File: src/rtl/regfile_rdport.sv
// Register file with DEPTH words of WIDTH bits, one write port and NRD registered read ports.
// Read latency is one cycle; a same-cycle write to the read address is forwarded (write-first).
// No backpressure: every asserted re is served on the next edge, with rvalid pulsing once per read.
module regfile_rdport #(
  parameter int WIDTH   = 8,
  parameter int DEPTH   = 32,
  parameter int AW      = $clog2(DEPTH),
  parameter int NRD     = 2,
  parameter int ZERO_R0 = 0
) (
  input  logic                 i_clk,
  input  logic                 i_rst,
  input  logic                 i_we,
  input  logic [AW-1:0]        i_waddr,
  input  logic [WIDTH-1:0]     i_wdata,
  input  logic [NRD-1:0]       i_re,
  input  logic [NRD*AW-1:0]    i_raddr,
  output logic [NRD*WIDTH-1:0] o_rdata,
  output logic [NRD-1:0]       o_rvalid
);

  logic [WIDTH-1:0] r_mem [DEPTH];
  logic             w_wr_en;

  // Writes to register 0 are discarded when it is hardwired to zero.
  assign w_wr_en = i_we && !((ZERO_R0 != 0) && (i_waddr == '0));

  // Storage array: cleared on reset, one write per cycle.
  always_ff @(posedge i_clk or posedge i_rst) begin
    if (i_rst) begin
      for (int k = 0; k < DEPTH; k++) begin
        r_mem[k] <= '0;
      end
    end else if (w_wr_en) begin
      r_mem[i_waddr] <= i_wdata;
    end
  end

  for (genvar gi = 0; gi < NRD; gi++) begin : g_rd
    logic [AW-1:0]    w_ra;
    logic [WIDTH-1:0] w_sel;
    logic [WIDTH-1:0] r_dat;
    logic             r_vld;

    assign w_ra = i_raddr[gi*AW +: AW];

    // Operand select: hardwired zero beats forwarding, forwarding beats stored contents.
    always_comb begin
      w_sel = r_mem[w_ra];
      if (i_we && (i_waddr == w_ra)) begin
        w_sel = i_wdata;
      end
      if ((ZERO_R0 != 0) && (w_ra == '0)) begin
        w_sel = '0;
      end
    end

    // Output register: capture on read, otherwise hold data and drop valid.
    always_ff @(posedge i_clk or posedge i_rst) begin
      if (i_rst) begin
        r_dat <= '0;
        r_vld <= 1'b0;
      end else begin
        r_vld <= i_re[gi];
        if (i_re[gi]) begin
          r_dat <= w_sel;
        end
      end
    end

    assign o_rdata[gi*WIDTH +: WIDTH] = r_dat;
    assign o_rvalid[gi]               = r_vld;
  end

endmodule

File: config.mk
export PLATFORM = sky130hd
export DESIGN_NAME = regfile_rdport
export DESIGN_NICKNAME = d
export VERILOG_FILES = /design/src/rtl/regfile_rdport.sv
export SDC_FILE = /design/constraint.sdc
export NUM_CORES = 1
export LEC_CHECK = 0
export CAP_MARGIN = 10
export CORE_ASPECT_RATIO = 0.75
export CORE_MARGIN = 2
export CORE_UTILIZATION = 53
export CTS_CLUSTER_SIZE = 10
export DETAILED_ROUTE_END_ITERATION = 10
export GPL_TIMING_DRIVEN = 0
export HOLD_SLACK_MARGIN = 0.08
export PLACE_DENSITY = 0.7
export SYNTH_ARGS = -nofsm -noshare
export SYNTH_HDL_FRONTEND = slang
export SYNTH_SLANG_ARGS = --single-unit
File: constraint.sdc
create_clock -name i_clk -period 14.8 [get_ports i_clk]
set_input_delay 4.44 -clock i_clk [delete_from_list [all_inputs] [get_ports i_clk]]
set_output_delay 4.44 -clock i_clk [all_outputs]
set_load 0.01 [all_outputs]
== Yosys cells after proc, flatten, opt, wreduce, memory -nomap -nowiden ==
Index checks and enable logic that the tools add are counted.

* Reduce and logical (&&, ||, !) cells: 3
* $lt $le $gt $ge: 4
* Equal/unequal tests: 2
* Bitwise operators: 3
* Multiplexer cells: 11

{| class="wikitable"
|+ Operator list
! operator !! number
|-
| bitwise mux 256 bit || 1
|-
| binary-select mux 8 bit (select 5 bit) || 2
|-
| two-way mux 8 bit || 7
|-
| demux 8 bit (select 5 bit) || 1
|-
| >= comparator 6 bit, second input constant || 3
|-
| inverter 5 -> 6 bit || 3
|-
| == test 5 bit || 2
|-
| less-than comparator 6 x 1 -> 1 bit, second input constant || 1
|-
| logical AND 1 bit || 3
|}

* Input bits: 28
* Register bits after elaboration: 274
* Logic and storage cells: 59
* Output and inout port bits: 18

== Logic depth before layout (Yosys ltp) ==
Gate-level depths: netlist of run 1.

* Word-level depth: 6
* Mapped depth: 9
* Mapped depth without buffers: 5

== Least setup slack after synthesis of run 1 ==
OpenSTA, ideal clock, no wires.

* Path kind: in2reg
* Start point: input i_raddr[5]
* End point: register g_rd[1].r_dat[2]
* Path slack: 8726 ps
* Stages: 6
* Data arrival time: 5948 ps
* Library setup time: 126 ps
* Required time: 14674 ps
* Buffers on the path: 2
* Path through: buf_6 > buf_6 > mux4_2 > a2111oi_2 > nor3_1 > a221o_1

* Longest elaborated chain between the ends: 5
* Elaborated cells between the ends (all ways): 7
* Classes of those cells: eq/ne: 1; mux: 4; bitwise: 1; reduce/logical: 1

{| class="wikitable"
|+ RTL lines
! item !! RTL line !! RTL
|-
| start: declaration || 17 || <nowiki>input logic [NRD*AW-1:0] i_raddr,</nowiki>
|-
| inverter 5 -> 6 bit (not written as such) || 49 || <nowiki>w_sel = r_mem[w_ra];</nowiki>
|-
| binary-select mux 8 bit (select 5 bit) || 49 ||
|-
| two-way mux 8 bit (not written as such) (2 in a row) || 49 ||
|-
| two-way mux 8 bit (*) || 50 || <nowiki>if (i_we && (i_waddr == w_ra)) begin</nowiki>
|-
| end signal: assignment || 66 || <nowiki>r_dat <= w_sel;</nowiki>
|-
| end: declaration || 42 || <nowiki>logic [WIDTH-1:0] r_dat;</nowiki>
|}

Mark *: on every way between the ends. The rest lies on a longest branch, timed or not. The select of a mux whose other input is x is not followed.
A chain may end at the register's enable or synchronous reset.

== Final worst setup path of run 1 ==
* Start point: input i_raddr[1]
* End point: register g_rd[0].r_dat[4]

* Longest elaborated chain between the ends: 5
* Elaborated cells between the ends (all ways): 7
* Classes of those cells: eq/ne: 1; mux: 4; bitwise: 1; reduce/logical: 1

{| class="wikitable"
|+ RTL lines
! item !! RTL line
|-
| inverter 5 -> 6 bit (not written as such) || 49
|-
| binary-select mux 8 bit (select 5 bit) || 49
|-
| two-way mux 8 bit (not written as such) (2 in a row) || 49
|-
| two-way mux 8 bit (*) || 50
|-
| end signal: assignment || 66
|-
| end: declaration || 42
|}

Marked as above.

==> results of run 1 <==
==> worst paths after layout <==
path	from	to	cells after the start
worst min-delay path	g_rd[0].r_dat[0]	g_rd[0].r_dat[0]	1
min in group asynchronous	i_rst	r_mem[34]	2
worst min register to register	g_rd[0].r_dat[0]	g_rd[0].r_dat[0]	1
worst max-delay path	i_raddr[1]	g_rd[0].r_dat[4]	7
worst max register to register	r_mem[9]	g_rd[0].r_dat[1]	5
max in group asynchronous	i_rst	r_mem[232]	3
==> metrics by stage <==
stage	cell area [um^2]	total power [uW]
finish	16500	2130
detailed placement	15700	1470
global route	16500	2220
global placement	15600	1450
CTS	16500	2130
floorplan	14800	1320
==> synthesized netlist by cell type, drive strengths merged, types with 7 or more instances <==
master and instances:
nor2 25, nand3b 10, buf 35, nand2 28
a31oi 7, nand3 22, a21oi 18, mux2 259
nor2b 15, o221ai 9, mux4 112, clkbuf 50
xor2 8, dfrtp 274, a22oi 25, mux2i 43
and3 12
==> flip-flops by register name, summed over array words and instances (netlist names) <==
register,flops
r_mem,256
g_rd.r_vld,2
g_rd.r_dat,16
==> worst max-delay path: cells and delay by family <==
| kind | cells | cell delay, ns |
|---|---|---|
| AND/OR/NAND/NOR | 1 | 0.10 |
| multiplexers | 1 | 0.47 |
| AO/OA/AOI/OAI | 2 | 0.55 |
| buffers and inverters | 3 | 1.87 |
==> layout by cell type (no fill, tap or decap), drive strengths merged, types with 22 or more instances in the layout <==
| master | n |
|---|---|
| mux2 | 259 |
| nor2 | 25 |
| mux2i | 43 |
| mux4 | 112 |
| a22oi | 25 |
| nand2 | 28 |
| clkdlybuf4s50 | 35 |
| dfrtp | 274 |
| buf | 39 |
| nand3 | 22 |
| clkbuf | 85 |
==> metal layers <==
metal,up-vias,GRT usage,part of all wire
met5,-,0,0
met4,0,0.126,0.041
met1,5415,0.478,0.41
met2,632,0.460,0.43
li1,4118,-,-
met3,144,0.0959,0.12
==> logic make-up (layout without fill, tap and decap cells) <==
| logic type | after synthesis | after routing | share of synthesized area |
|---|---|---|---|
| flip-flops | 274 | 274 | 0.463 |
| multiplexers | 414 | 414 | 0.400 |
| other | 0 | 1 | 0 |
| AND/OR/NAND/NOR | 134 | 134 | 0.0487 |
| XOR/XNOR | 10 | 10 | 0.00591 |
| buffers and inverters | 90 | 164 | 0.0312 |
| AO/OA/AOI/OAI | 98 | 98 | 0.0511 |
==> report_power, final <==
| part | internal [uW] | leakage (uW) | switching, uW | total [uW] |
|---|---|---|---|---|
| Clock | 376 | 0.000399 | 292 | 668 |
| Combinational | 270 | 0.00317 | 190 | 460 |
| Sequential | 895 | 0.00350 | 112 | 1010 |
| Total | 1540 | 0.00707 | 594 | 2130 |
==> final cells by class <==
type / count / area [um^2]
inverter: 5 / 26.3
sequential: 274 / 6860
buffer: 85 / 444
clock buffer: 35 / 811
fill: 2144 / 10800
timing repair buffer: 39 / 432
multi-input combinational: 656 / 7500
tap: 351 / 439
antenna: 1 / 2.50
==> summary.txt, run 1 <==
Clocking
  – Post-CTS Hold Fix Bufs: 0
  – Clock root cell: clkbuf_16
  – Post-CTS Resized: 0
  – Setup Buffers After CTS: 0
  – CTS Sinks: 274
  – Worst-path clk slew: 0.05 ns
  – Worst-skew pair later-pin latency: 0.58 ns
  – H-tree depth: 1
  – Buffer depth of the longest clock path: 3
  – TritonCTS buffer count: 31
  – TritonCTS clock tree: built

Setup path
  – Crit. End Element: flip-flop
  – Startpoint Class: primary input
  – CP max stage delay: 0.87 ns
  – Reg2reg setup slack: 12.63 ns
  – Crit-path cells: clkdlybuf4s50_1 -> buf_2 -> clkbuf_1 -> mux4_1 -> a21oi_1 -> nand3_1 -> a221o_1
  – CP max stage cell: clkbuf_1
  – Crit Path Max Fanout: 10
  – Data arrival, critical path: 7.43 ns
  – Worst path required time: 15.25 ns
  – Critical path type: in2reg

Synthesis
  – #FFs+latches synth: 274
  – Post-Syn Instances: between 1k and 1.5k
  – Post-synth ARST share: 1.00
  – Register area share after synthesis: 0.463
  – Mapped Avg Cell Area: 14.5 um^2
  – Largest cells by area after synthesis: dfrtp_1, mux2_2, mux4_2
  – Yosys top cell area share: 0.463
  – Syn Nets: 1048
  – Synth warn: 0
  – Ys flop type: dfrtp_1
  – Distinct cell type count after synthesis: 51
  – Post-synth EDFFs: 0
  – Biggest area consumer among synthesized cells: dfrtp_1
  – Syn Std Cell Area: 14800 um^2

Timing
  – Crit share post-route: 0.472
  – RSZ-0062 raised after global routing: false
  – Finish-stage setup viols: 0
  – Worst Hold Slack: about 0.5 ns
  – TNS Setup: 0 ns
  – Clock Skews: 0.0118 ns
  – Slew Limit Fails: 0
  – Min cycle time layout: between 6 and 7 ns
  – Slew headroom: 0.200
  – Worst slew pin tran: between 1 and 1.5 ns
  – Fmax: 143 MHz
  – Final WS setup: approximately 7.8 ns
  – Final Hold Violating Endpoints: 0

Layout
  – Nets: 1120
  – Fin cells: 1446
  – Area grow syn2layout: 11.4%
  – Layout Utilization: 0.606
  – Share of cells above drive strength 1: 0.402

Drt
  – Pre-antenna DRT Iters: 6
  – DRC: 0
  – Vias: 10.3k
  – Routed Antenna Nets: 0
  – Wirelength per Cell: ~32 um
  – Drt via density: 7.13
  – Iter 0 DRT Violations: 1145
  – Routed WL: 46.1 mm

Floorplanning
  – Starting Density: 0.543
  – Die X: 197 um
  – Die Footprint: a little under 30000 um^2
  – Die Ht: 149 um
  – CORE AREA: 27300 um^2
  – Number of I/O pins: 46
  – Rows: 52

Power and ir drop
  – Max rail drop VDD: 0.0952 mV
  – Cell area power density: 129 nW/um^2
  – Leak Pwr: 0.00707 uW

Place
  – Cells after DPL: 1408
  – Dpl ws: 7.20 ns
  – Final Wtd Congestion: 0.958
  – Number of port buffers: 35
  – Dpl hpwl: roughly 32 mm

Global routing
  – Largest net degree at the start of global routing: between 100 and 150
  – GR Util All Layers: 0.326
  – Grt total ovfl: 0
  – Initial antenna violation count: 1
  – First-pass GRT wire length: 68.5 mm
  – Number of global-route vias before repair: 10.4k

Outcome
  – Status: finished clean

Job
  – Max_cap viols: 0

Hold path
  – Hold WC Path Type: reg2reg
Note: power is estimated with default switching activity, not from simulation.
==> inputs of run 2 (changes only) <==
- clock period: 14.8 -> 6.55 ns (I/O delays scaled with it)
==> run 2 against run 1 <==
- worst hold slack better by 0.0087 ns
- first-iteration DRC count is 9.0% lower
- highest routed layer is now met5
- clock-buffer cell count is 2 higher
- clock power is 120% higher
- power is 130% higher
- largest cell class unchanged
- critical path depth is 1 lower
- critical path type unchanged
==> summary.txt, run 2 (synthesis gave the netlist of run 1 again) <==
Timing
  – Finish-stage setup viols: 0 (unchanged)
  – Slew headroom: 0.0616 (-0.138)
  – Final Hold Violating Endpoints: 0 (unchanged)
  – Worst slew pin tran: 1.41 ns (+0.212 ns)
  – Slew Limit Fails: 0 (unchanged)
  – Crit share post-route: 0.715
  – Fmax: 214 MHz
  – Min cycle time layout: 4.68 ns
  – Clock Skews: 0.00959 ns (-0.00217 ns)
  – RSZ-0062 raised after global routing: false

Drt
  – Drt via density: 7.05 (-1.1%)
  – Metal3 WL: 5.47 mm (-0.87%)
  – Wire length on met2: 19.5 mm (-0.85%)
  – Routed Antenna Nets: 0 (unchanged)
  – Iter 0 DRT Violations: 1042 (-9.0%)
  – Pre-antenna DRT Iters: 6 (unchanged)
  – Wirelength per Cell: 31.7 um (-0.65%)
  – Top sig layer: met5
  – DRC: 0 (unchanged)
  – Wl on met1: 19.2 mm (+1.1%)
  – Vias: 10.2k (-0.74%)
  – Routed WL: 46.0 mm (-0.31%)

Layout
  – Area grow syn2layout: 11.7%
  – ANT cells: 0 (-1)
  – Commonest cells after routing, fill and taps aside: dfrtp_1, mux2_2, mux4_2
  – Max reg flops: 256 (unchanged)
  – Fin area: 16600 um^2 (+0.29%)
  – Share of cells above drive strength 1: 0.402 (about the same)
  – Nets: 1124 (+0.36%)
  – Layout Utilization: 0.607 (+0.00174)
  – Most flops, register: r_mem
  – Most common cell after layout, fill and taps aside: dfrtp_1
  – Largest registers: r_mem x256, g_rd.r_dat x16, g_rd.r_vld x2

Clocking
  – Buffer depth of the longest clock path: 3 (unchanged)
  – TritonCTS buffer count: 31 (unchanged)
  – Post-CTS Hold Fix Bufs: 0 (unchanged)
  – Clock root cell: clkbuf_16
  – Worst-path clk slew: 0.06 ns (about the same)
  – Post-CTS Resized: 0 (unchanged)
  – TritonCTS clock tree: built
  – Worst-skew pair later-pin latency: 0.57 ns (about the same)
  – H-tree depth: 1 (unchanged)
  – Setup Buffers After CTS: 0 (unchanged)
  – CTS Sinks: 274 (unchanged)

Floorplanning
  – Number of I/O pins: 46 (unchanged)
  – Starting Density: 0.543 (unchanged)
  – Die X: 197 um (unchanged)
  – Die Footprint: 29300 um^2 (unchanged)
  – Die Ht: 149 um (unchanged)
  – Rows: 52 (unchanged)
  – CORE AREA: 27300 um^2 (unchanged)

Outcome
  – Status: finished clean

Setup path
  – Data arrival, critical path: 5.19 ns (-2.24 ns)
  – Worst path required time: 7.05 ns (-8.20 ns)
  – Crit Path Max Fanout: 10 (unchanged)
  – Critical path type: in2reg
  – Startpoint Class: primary input
  – Reg2reg setup slack: 4.37 ns (-8.26 ns)
  – Crit. End Element: flip-flop

Global routing
  – Number of global-route vias before repair: 10.4k (+0.71%)
  – First-pass GRT wire length: 68.8 mm (+0.35%)
  – Initial antenna violation count: 0 (-1)
  – Largest net degree at the start of global routing: 42 (-67%)
  – GR Util All Layers: 0.326 (+0.000463)
  – Grt total ovfl: 0 (unchanged)

Power and ir drop
  – Cell area power density: 290 nW/um^2 (+120%)
  – Max rail drop VDD: 0.250 mV (+160%)
  – Leak Pwr: 0.00709 uW (+0.24%)

Place
  – Number of port buffers: 35 (unchanged)
  – DP Area: 15700 um^2 (+0.52%)
  – Final Wtd Congestion: 0.948 (-1.1%)
  – Dpl hpwl: 32.9 mm (+1.5%)

Job
  – Max_cap viols: 0 (unchanged)

Hold path
  – Hold WC Path Type: reg2reg
-- run 2: cell count changes in the layout (fill, tap and decap cells not counted) --
| cell | delta |
|---|---|
| buf_4 | +1 |
| clkbuf_1 | +4 |
| buf_16 | -2 |
| clkinvlp_4 | +1 |
| buf_8 | -1 |
| diode_2 | -1 |
| buf_6 | -1 |
| clkbuf_8 | -2 |
| inv_8 | -1 |
| buf_12 | +7 |
-- run 2: worst max-delay path, stage by stage --
cell and delay [ns]:
clkdlybuf4s50_1 0.64, buf_2 0.34, clkbuf_1 1.06, mux2i_1 0.30
a2111oi_0 0.68, a211o_1 0.18
-- run 2: layer usage --
layer,GRT usage,vias up
met3,0.106,122
met2,0.466,645
met4,0.107,2
li1,-,4130
met5,0.0269,-
met1,0.473,5334
-- run 2: final timing paths --
| check | start | endpoint | depth (start not counted) |
|---|---|---|---|
| setup / recovery | i_raddr[1] | g_rd[0].r_dat[0] | 6 |
| setup reg to reg | r_mem[17] | g_rd[0].r_dat[1] | 5 |
| max in group asynchronous | i_rst | r_mem[71] | 6 |
| hold / removal | g_rd[0].r_dat[0] | g_rd[0].r_dat[0] | 1 |
| min in group asynchronous | i_rst | r_mem[152] | 2 |
| hold reg to reg | g_rd[0].r_dat[0] | g_rd[0].r_dat[0] | 1 |
-- run 2: report_power, final --
group	internal, uW	total (uW)	switching (uW)
clock	835	1490	654
sequential	2020	2270	252
combinational	614	1040	430
-- run 2: stage by stage --
stage | worst slack (ns) | std cells | setup TNS [ns] | hold WS [ns] | total power, uW
3_3_place_gp | -1.09 | 1406 | -292.33 | 0.479 | 3270
3_5_place_dp | 1.40 | 1413 | 0 | 0.498 | 3320
4_1_cts | 1.98 | 1450 | 0 | 0.508 | 4810
5_1_grt | 1.89 | 1451 | 0 | 0.517 | 5010
6_report | 1.87 | 1451 | 0 | 0.504 | 4810
2_1_floorplan | 0.962 | 1020 | 0 | 0.488 | 2980
-- run 2: cell type report --
type | instances | area, um^2
plain buffers | 85 | 444
clock buffers | 37 | 798
flip-flops and latches | 274 | 6860
inverters | 5 | 22.5
fillers | 2096 | 10700
well taps | 351 | 439
repair buffers | 43 | 498
multi-input cells | 656 | 7500
